`src/rtl/mcycle_scheduler_if.sv`:
```
// Execute-stage / functional-unit bundle for the multi-cycle scheduler.
//   master : execute stage plus unit models (drives requests, unit_ready/unit_result, ack)
//   slave  : the scheduler (drives unit_en, response, stall, busy)
// unit_result packs unit i into bits [i*XLEN +: XLEN].
interface mcycle_scheduler_if #(
    parameter int unsigned XLEN = 32
);
    logic                req_valid;
    logic [1:0]          req_sel;
    logic                clear;
    logic [2:0]          unit_en;
    logic [2:0]          unit_ready;
    logic [3*XLEN-1:0]   unit_result;
    logic                resp_valid;
    logic [XLEN-1:0]     resp_data;
    logic                resp_error;
    logic                resp_ack;
    logic                stall;
    logic                busy;

    modport master (
        output req_valid, req_sel, clear, unit_ready, unit_result, resp_ack,
        input  unit_en, resp_valid, resp_data, resp_error, stall, busy
    );

    modport slave (
        input  req_valid, req_sel, clear, unit_ready, unit_result, resp_ack,
        output unit_en, resp_valid, resp_data, resp_error, stall, busy
    );
endinterface

```
`src/rtl/mcycle_scheduler.sv`:
```
// Multi-cycle operation scheduler: accepts one request from the execute stage,
// pulses the start of the selected unit (divider, clmul, FPU), waits for its
// ready with a timeout, and holds the result until acknowledged.
// Ports:
//   clk  - sole clock, rising edge
//   rst  - asynchronous active-high reset
//   bus  - mcycle_scheduler_if.slave (request, unit start/ready/result,
//          response, stall, busy)
module mcycle_scheduler #(
    parameter int unsigned XLEN    = 32,
    parameter int unsigned TIMEOUT = 64
) (
    input  logic              clk,
    input  logic              rst,
    mcycle_scheduler_if.slave bus
);
    localparam int unsigned CntW = $clog2(TIMEOUT);
    localparam logic [CntW-1:0] CntLast = CntW'(TIMEOUT - 1);

    typedef enum logic [1:0] {StIdle, StIssue, StWait, StDone} state_e;

    state_e            state_q, state_d;
    logic [1:0]        sel_q, sel_d;
    logic [CntW-1:0]   cnt_q, cnt_d;
    logic [XLEN-1:0]   data_q, data_d;
    logic              err_q, err_d;

    logic [2:0]        sel_onehot;
    logic              sel_ready;
    logic [XLEN-1:0]   sel_result;

    // Only the latched unit is observed; the reserved selector maps to nothing.
    always_comb begin
        sel_onehot = 3'b000;
        sel_result = '0;
        case (sel_q)
            2'd0: begin
                sel_onehot = 3'b001;
                sel_result = bus.unit_result[0 +: XLEN];
            end
            2'd1: begin
                sel_onehot = 3'b010;
                sel_result = bus.unit_result[XLEN +: XLEN];
            end
            2'd2: begin
                sel_onehot = 3'b100;
                sel_result = bus.unit_result[2*XLEN +: XLEN];
            end
            default: begin
            end
        endcase
        sel_ready = |(bus.unit_ready & sel_onehot);
    end

    always_comb begin
        state_d = state_q;
        sel_d   = sel_q;
        cnt_d   = cnt_q;
        data_d  = data_q;
        err_d   = err_q;

        case (state_q)
            StIdle: begin
                if (bus.req_valid) begin
                    sel_d = bus.req_sel;
                    if (bus.req_sel == 2'd3) begin
                        state_d = StDone;
                        err_d   = 1'b1;
                        data_d  = '0;
                    end else begin
                        state_d = StIssue;
                    end
                end
            end
            StIssue: begin
                cnt_d   = '0;
                state_d = StWait;
            end
            StWait: begin
                // Ready wins over a coincident timeout.
                if (sel_ready) begin
                    data_d  = sel_result;
                    err_d   = 1'b0;
                    state_d = StDone;
                end else if (cnt_q == CntLast) begin
                    data_d  = '0;
                    err_d   = 1'b1;
                    state_d = StDone;
                end else begin
                    cnt_d = cnt_q + CntW'(1);
                end
            end
            StDone: begin
                if (bus.resp_ack) begin
                    state_d = StIdle;
                end
            end
            default: state_d = StIdle;
        endcase

        // Flush overrides everything and drops any captured result.
        if (bus.clear) begin
            state_d = StIdle;
            cnt_d   = '0;
            data_d  = '0;
            err_d   = 1'b0;
        end
    end

    always_ff @(posedge clk or posedge rst) begin
        if (rst) begin
            state_q <= StIdle;
            sel_q   <= 2'd0;
            cnt_q   <= '0;
            data_q  <= '0;
            err_q   <= 1'b0;
        end else begin
            state_q <= state_d;
            sel_q   <= sel_d;
            cnt_q   <= cnt_d;
            data_q  <= data_d;
            err_q   <= err_d;
        end
    end

    // Outputs are gated by rst so they drop the moment reset asserts, even
    // when the request inputs are still active.
    always_comb begin
        bus.unit_en    = 3'b000;
        bus.resp_valid = 1'b0;
        bus.stall      = 1'b0;
        bus.busy       = 1'b0;
        if (!rst) begin
            if (state_q == StIssue && !bus.clear) begin
                bus.unit_en = sel_onehot;
            end
            bus.resp_valid = (state_q == StDone);
            bus.stall      = (state_q == StIdle && bus.req_valid && !bus.clear) ||
                             (state_q == StIssue) || (state_q == StWait);
            bus.busy       = (state_q != StIdle);
        end
        bus.resp_data  = data_q;
        bus.resp_error = err_q;
    end
endmodule

```
`src/flat_wrapper.sv`:
```
// flat-port wrapper written by rule: the top's interface ports become plain ports
module mcycle_scheduler_flat 
#(
    parameter int unsigned XLEN    = 32,
    parameter int unsigned TIMEOUT = 64
)
  (clk, rst, bus_req_valid, bus_req_sel, bus_clear, bus_unit_ready, bus_unit_result, bus_resp_ack, bus_unit_en, bus_resp_valid, bus_resp_data, bus_resp_error, bus_stall, bus_busy);
  mcycle_scheduler_if #(.XLEN(XLEN)) bus_i ();
  input  logic clk;
  input  logic rst;
  input wire logic [$bits(bus_i.req_valid)-1:0] bus_req_valid;
  input wire logic [$bits(bus_i.req_sel)-1:0] bus_req_sel;
  input wire logic [$bits(bus_i.clear)-1:0] bus_clear;
  input wire logic [$bits(bus_i.unit_ready)-1:0] bus_unit_ready;
  input wire logic [$bits(bus_i.unit_result)-1:0] bus_unit_result;
  input wire logic [$bits(bus_i.resp_ack)-1:0] bus_resp_ack;
  output wire logic [$bits(bus_i.unit_en)-1:0] bus_unit_en;
  output wire logic [$bits(bus_i.resp_valid)-1:0] bus_resp_valid;
  output wire logic [$bits(bus_i.resp_data)-1:0] bus_resp_data;
  output wire logic [$bits(bus_i.resp_error)-1:0] bus_resp_error;
  output wire logic [$bits(bus_i.stall)-1:0] bus_stall;
  output wire logic [$bits(bus_i.busy)-1:0] bus_busy;
  assign bus_i.req_valid = bus_req_valid;
  assign bus_i.req_sel = bus_req_sel;
  assign bus_i.clear = bus_clear;
  assign bus_i.unit_ready = bus_unit_ready;
  assign bus_i.unit_result = bus_unit_result;
  assign bus_i.resp_ack = bus_resp_ack;
  assign bus_unit_en = bus_i.unit_en;
  assign bus_resp_valid = bus_i.resp_valid;
  assign bus_resp_data = bus_i.resp_data;
  assign bus_resp_error = bus_i.resp_error;
  assign bus_stall = bus_i.stall;
  assign bus_busy = bus_i.busy;
  mcycle_scheduler #(.XLEN(XLEN), .TIMEOUT(TIMEOUT)) u_core (.clk(clk), .rst(rst), .bus(bus_i));
endmodule
```
`config.mk`:
```
export PLATFORM = sky130hd
export DESIGN_NAME = mcycle_scheduler_flat
export DESIGN_NICKNAME = d
export VERILOG_FILES = /design/src/rtl/mcycle_scheduler_if.sv /design/src/rtl/mcycle_scheduler.sv /design/src/flat_wrapper.sv
export SDC_FILE = /design/constraint.sdc
export NUM_CORES = 1
export LEC_CHECK = 0
export ABC_AREA = 1
export BUFFER_PORTS_ARGS = -buffer_cell sky130_fd_sc_hd__buf_4
export CORE_MARGIN = 4
export CORE_UTILIZATION = 51
export DETAILED_ROUTE_END_ITERATION = 8
export PLACE_DENSITY = 0.87
export RECOVER_POWER = 25
export SLEW_MARGIN = 20
export SYNTH_ARGS = -nofsm -noshare
export SYNTH_HDL_FRONTEND = slang
export SYNTH_SLANG_ARGS = --single-unit
```
`constraint.sdc`:
```
create_clock -name clk -period 8.8 [get_ports clk]
set_input_delay 2.64 -clock clk [delete_from_list [all_inputs] [get_ports clk]]
set_output_delay 2.64 -clock clk [all_outputs]
set_load 0.01 [all_outputs]
```
==> results of run 1 <==
==> worst max-delay path, cell delays in order <==
cell      delay [ns]
clkbuf_1        0.10
inv_1           1.17
nand3_1         0.29
nor3_1          0.23
buf_4           0.15
==> power breakdown <==
part / leakage, nW / total [W] / switching, W / internal, W
clock network: 0.0612 / 0.000157 / 0.0000656 / 0.0000918
registers: 0.591 / 0.000240 / 0.0000257 / 0.000214
logic: 1.83 / 0.000390 / 0.000258 / 0.000132
==> final cells by class <==
| cell class | count | area [um2] | area share, % |
|---|---|---|---|
| inverter | 48 | 180 | 4.31 |
| sequential | 43 | 1080 | 25.7 |
| clock inverter | 2 | 35.0 | 0.838 |
| multi-input combinational | 371 | 1630 | 39.0 |
| timing repair buffer | 146 | 1090 | 26.0 |
| tap | 72 | 90.1 | 2.15 |
| clock buffer | 6 | 82.6 | 1.97 |
==> routing by layer <==
metal	wire [um]	vias up	part of all wire, %	track usage [%]
met5	0	-	0	0
met4	75	0	0.79	5.04
met3	1010	7	11	6.21
met2	4430	164	47	43.6
met1	3990	1554	42	33.8
li1	-	1763	-	-
==> how the worst min path moves through the flow <==
stage | depth (start not counted) | from | slack (ns) | end
2_1_floorplan | 2 | u_core.cnt_q[4]$_DFFE_PP0P_ | 0.46 | u_core.cnt_q[4]$_DFFE_PP0P_
3_3_place_gp | 2 | u_core.bus.resp_data[15]$_DFFE_PP0P_ | 0.47 | u_core.bus.resp_data[15]$_DFFE_PP0P_
3_5_place_dp | 2 | u_core.bus.resp_data[15]$_DFFE_PP0P_ | 0.47 | u_core.bus.resp_data[15]$_DFFE_PP0P_
4_1_cts | 2 | u_core.bus.resp_data[8]$_DFFE_PP0P_ | 0.49 | u_core.bus.resp_data[8]$_DFFE_PP0P_
5_1_grt | 2 | u_core.bus.resp_data[8]$_DFFE_PP0P_ | 0.51 | u_core.bus.resp_data[8]$_DFFE_PP0P_
6_report | 2 | u_core.bus.resp_data[8]$_DFFE_PP0P_ | 0.49 | u_core.bus.resp_data[8]$_DFFE_PP0P_
==> flip-flops by register name, indices dropped and copies added (netlist names) <==
signal and cells:
u_core.sel_q 2, u_core.bus.resp_data 32, u_core.bus.resp_error 1, u_core.state_q 2, u_core.cnt_q 6
==> placed cells by master, fill, tap and decap left out <==
cell / instances
nor2_2: 3
clkinv_2: 1
clkbuf_1: 2
inv_1: 42
dfrtp_1: 43
nand3_1: 12
o21bai_1: 1
o21ai_1: 5
ha_1: 5
buf_4: 144
clkbuf_8: 6
a21oi_1: 5
or2_2: 1
nand4_1: 39
a31oi_1: 1
nand3_2: 3
nor3_1: 1
o21ai_2: 1
bufinv_16: 1
nand2_2: 1
inv_2: 6
nor2_1: 107
o211ai_4: 1
nor2_4: 1
nand2_1: 184
==> kinds of logic (layout without fill, tap and decap cells) <==
family / Yosys count / count (layout)
fa+ha+maj: 5 / 5
simple gates: 352 / 352
flops: 43 / 43
buf+inv: 75 / 202
compound gates: 14 / 14
==> through the flow <==
stage               hold WS, ns  util, %  instances
global placement          0.466     72.1        680
CTS                       0.489     74.2        688
finish                    0.486     74.1        688
detailed placement        0.467     72.1        680
floorplan                 0.459        -        489
global route              0.505     74.1        688
==> results.md, run 1 <==
* Core ar. at around 0.0056 mm2
* Share of cells above drive strength 1 at ~27%
* Post-synthesis cell count at approximately 490
* First-pass DRT Iterations at 5
* # Post-CTS Setup Buffers at 0
* Worst setup SP type: input pin
* Cell Rows at 27
* Minimum clock period at between 7 and 8 ns
* Cell taking the most area after synthesis: dfrtp_1
* Vias in the first global route at ~3.3k
* Yosys reg bits at 43
* Slew margin rel. at -9.62%
* Syn Area/Cell at around 6.2 um2
* Critical Path AT at 4.62 ns
* Outcome: finished, violations left
* Die width at ~85 um
* Design Area, Final at ~0.0042 mm2
* RD Place Congestion at between 0.8 and 0.9
* Post-synthesis sequential area ratio at roughly a third
* Largest family of logic cells by synthesized area: simple AND/OR/NAND/NOR gates
* Layout filler cell count at around 480
* Largest net degree at the start of global routing at 45
* Ant diodes at 0
* Peak VDD IR at between 0.2 and 0.25 mV
* Most used DFF post-synth: dfrtp_1
* First-pass GRT wire length at roughly 15 mm
* Worst reg2reg path depth at 8
* Slew Limit Fails at 45
* Post-synth ARST share at 100%
* Fin crit share at about 83%
* Vias after detailed routing at between 3k and 4k
* Cts repair resizes at 0
* Clk Latency, worst-skew pair at between 0.2 and 0.3 ns
* Wirelength, routed at around 9.5 mm
* Synth Area in Simple Gates at 48.3%
* Post-DP HPWL at 6.80 mm
* Die area at 0.00727 mm2
* Synth Area in Compound Gates at under 10%
* Netlist cell types at 24
* Power density over the cells at approximately 190 mW/mm2
* Worst slack, placed at between 2 and 2.5 ns
* Post-route setup TNS at 0 ns
* Worst R2R End: u_core.bus.resp_data[30]$_DFFE_PP0P_
* IO Port Bufs at around 140
* Final Hold Viols at 0
* Crit Path Max Fanout at 44
* Leakage at around 2.5 nW
* Dpl cell area at slightly above 0.004 mm2
* Most common library cells after synthesis: nand2_1, nor2_1, dfrtp_1
* Synth Area in XOR/XNOR at 0%
* CTS tree: built
* CP Capture Point: bus_unit_en[1]
* Avg Vias per Cell at around 5
* Hold buffer count at cts at 0
* Clock buffer depth at 2
* Initial Utilization at around 54%
* Failing checks: capacitance limit, slew limit
* CTS Root Buffer Type: clkbuf_8
* Final total power at between 0.0007 and 0.0008 W
* Syn Nets at 600
* Largest cells by area after synthesis: dfrtp_1, nand2_1, nor2_1
* Least-Margin Pin Slew at between 1.5 and 2 ns
* Crit. End Element: primary output
* Netlist Area Pre-Place at ~0.0030 mm2
* Clk slew on worst S/H paths at about 0.080 ns
* DRC Markers at 0
* Nets@finish at 726
* Top-area cell type share of the netlist area at a little over a third
* RSZ-0062 raised after global routing: no
* Crit Path Category: input pin to primary output
* Clk_skew at approximately 0.0043 ns
* # IOs at 145
* Clock buffer count from CTS at 5
* Area share of fa/ha/maj cells after synthesis at just over 2%
* H-tree levels at 2
* Area Growth Syn to Fin at 37.3%
* Peak Freq at roughly 140 MHz
* Total global-route track usage at 25.8%
* Mux cell area share after synthesis at 0%
* Count leader, synth: nand2_1
* ANT nets after route at 0
* Clock sink total at 43
* Endpoints failing setup at 0
* CP Data Required Time at a little over 6 ns
* Reg2reg start: u_core.state_q[0]$_DFFE_PP0P_
* Hold WC Path Type: flop to flop
* Initial antenna violation count at 0
* Worst setup margin at around 1.5 ns
* Global route overflow at 0
* Post-synth EDFFs at 0
* Height of the die at roughly 85 um
* Wire per inst at 13.8 um
* Yosys warnings at 0
* Max cap viols at 1
* Reg2Reg Setup Slack at around 5.9 ns
* DRT iter0 DRCs at 257
* Worst setup startpoint: rst
Note: power is estimated with default switching activity, not from simulation.
==> run 2, diff against run 1 <==
--- a/config.mk
+++ b/config.mk
@@ -8,9 +8,9 @@
 export ABC_AREA = 1
 export BUFFER_PORTS_ARGS = -buffer_cell sky130_fd_sc_hd__buf_4
 export CORE_MARGIN = 4
-export CORE_UTILIZATION = 51
+export CORE_UTILIZATION = 43
 export DETAILED_ROUTE_END_ITERATION = 8
-export PLACE_DENSITY = 0.87
+export PLACE_DENSITY = 0.78
 export RECOVER_POWER = 25
 export SLEW_MARGIN = 20
 export SYNTH_ARGS = -nofsm -noshare
==> constraint.sdc (replaced) <==
create_clock -name clk -period 6.2 [get_ports clk]
set_input_delay 1.86 -clock clk [delete_from_list [all_inputs] [get_ports clk]]
set_output_delay 1.86 -clock clk [all_outputs]
set_load 0.01 [all_outputs]
==> run 2 against run 1 <==
The flow still finishes with violations (capacitance limit, slew limit). Clock skew rose by 0.0057 ns. Sequential power rose by 41%. Total power rose by 43%. Combinational power rose by 43%. Cell count rose by 3.6%. Core utilization fell by 12 points. Design area rose by 0.81%. First-iteration DRC count fell by 35%. Setup slack improved by 0.18 ns. Routed wire length rose by 0.49%. Clock-buffer cell count did not move.
==> results.md, run 2 (synthesis results as in run 1) <==
* # IOs at approximately 150
* Seq pwr share at 30.2%
* Peak VDD IR at between 0.2 and 0.25 mV
* CP most frequent cell: buf_4
* DRT iter0 DRCs at between 150 and 200
* RSZ-0062 raised after global routing: no
* Share of cells above drive strength 1 at 27.4%
* # Post-CTS Setup Buffers at 0
* Clk slew on worst S/H paths at approximately 0.08 ns
* Hold WC Path Type: flop to flop
* Top Family by Delay on Critical Path: buffers and inverters
* DRC Markers at 0
* Minimum clock period at approximately 4.5 ns
* H-tree levels at 2
* Reg2Reg Setup Slack at between 3 and 4 ns
* Height of the die at just over 90 um
* Wire per inst at ~13 um
* Crit. End Element: primary output
* Max cap viols at 1
* Internal at between 0.0006 and 0.0007 W
* Clock buffer depth at 2
* Endpoints failing setup at 0
* Slew Limit Fails at 44
* Commonest non-fill, non-tap cell in the layout: nand2_1
* Final Hold Viols at 0
* ANT nets after route at 0
* First-pass DRT Iterations at 5
* Post-route setup TNS at 0 ns
* Peak Freq at approximately 220 MHz
* Cts repair resizes at 0
* Fin cells at roughly 700
* IO Port Bufs at around 140
* Initial antenna violation count at 0
* Sw Ratio at 44.7%
* Crit Path Category: input pin to primary output
* Core ar. at a little under 0.007 mm2
* Clk_skew at about 0.010 ns
* Least-Margin Pin Slew at 2.39 ns
* Max reg flops at 32
* CTS Root Buffer Type: clkbuf_8
* Critical Path Slowest Stage Cell: nor3_1
* Placed cell count at roughly 710
* Worst-path cell chain: buf_4, inv_2, nand3_1, nor3_1, buf_4
* Total global-route track usage at ~22%
* Failing checks: capacitance limit, slew limit
* Cell Rows at 30
* Slew margin rel. at -59.6%
* Clock power share at 20.3%
* Ant diodes at 0
* Most frequent cells in the layout: nand2_1, buf_4, nor2_1
* Fin crit share at between 70 and 80%
* Clock sink total at 43
* Largest net degree at the start of global routing at between 40 and 50
* Vias in the first global route at approximately 3.2k
* Critical path's largest stage delay at 0.19 ns
* Die width at between 90 and 100 um
* Critical path buffers and inverters at 3
* Hold buffer count at cts at 0
* Critical Path AT at 2.62 ns
* Net Switching at between 0.0005 and 0.0006 W
* Initial Utilization at about 45%
* Comb pwr share at between 40% and 50%
* Worst setup SP type: input pin
* Die area at 0.00849 mm2
* Global route overflow at 0
* CTS tree: built
* Area Growth Syn to Fin at 38.5%
* Post-DP HPWL at 6.86 mm
* Clock buffer count from CTS at 5
* First-pass GRT wire length at between 15 and 20 mm
* CP Data Required Time at around 4.3 ns
* Power density over the cells at around 270 mW/mm2
* Crit Path Max Fanout at 7
* Leakage at 2.48 nW
* RD Place Congestion at 0.844
* Vias after detailed routing at ~3.4k
* Outcome: finished, violations left
* Clk Latency, worst-skew pair at 0.29 ns
* Nets@finish at slightly above 700
* Wirelength, routed at 9.55 mm
* Avg Vias per Cell at 4.82
[run 2: final timing paths]
check	end	cells after the start	from
setup / recovery	bus_unit_en[1]	5	bus_clear
hold / removal	u_core.bus.resp_data[24]$_DFFE_PP0P_	2	u_core.bus.resp_data[24]$_DFFE_PP0P_
setup reg to reg	u_core.bus.resp_data[21]$_DFFE_PP0P_	8	u_core.state_q[0]$_DFFE_PP0P_
hold reg to reg	u_core.bus.resp_data[24]$_DFFE_PP0P_	2	u_core.bus.resp_data[24]$_DFFE_PP0P_
max in group asynchronous	u_core.bus.resp_data[23]$_DFFE_PP0P_	3	rst
min in group asynchronous	u_core.bus.resp_data[11]$_DFFE_PP0P_	3	rst
[run 2: final cells by class]
| cell class | instances | area (um2) |
|---|---|---|
| clock buffers | 6 | 82.6 |
| clock inverters | 2 | 35.0 |
| fillers | 651 | 2620 |
| inverters | 48 | 180 |
| multi-input cells | 371 | 1630 |
| flip-flops and latches | 43 | 1080 |
| well taps | 96 | 120 |
| repair buffers | 147 | 1090 |
[run 2: worst min-delay path: cells and delay by family, from the launching register on]
kind             cells  cell delay (ns)
DFF                  1             0.34
and+or+nand+nor      2             0.10
[run 2: stage by stage]
stage | utilization (%) | area, um2 | power (W) | setup WS [ns] | hold slack [ns]
CTS | 61.8 | 4230 | 0.00113 | 1.72 | 0.489
global placement | 60.1 | 4110 | 0.000892 | 1.76 | 0.465
detailed placement | 60.1 | 4110 | 0.000901 | 1.73 | 0.467
finish | 61.7 | 4220 | 0.00112 | 1.72 | 0.483
global route | 61.7 | 4220 | 0.00123 | 1.64 | 0.503
floorplan | - | 3050 | 0.000746 | 1.00 | 0.459
[run 2: power groups by stage]
stage               clock network, W  registers, W  logic [W]
floorplan                          0      0.000333   0.000413
global placement                   0      0.000343   0.000549
detailed placement                 0      0.000344   0.000557
CTS                         0.000236      0.000339   0.000560
global route                0.000252      0.000343   0.000631
finish                      0.000228      0.000339   0.000556
[run 2: per-layer routing]
metal / routed length [um] / global-route usage (%)
met2: 4500 / 37.7
met5: 0 / 0
met1: 4070 / 28.6
met4: 109 / 5.57
met3: 868 / 5.74
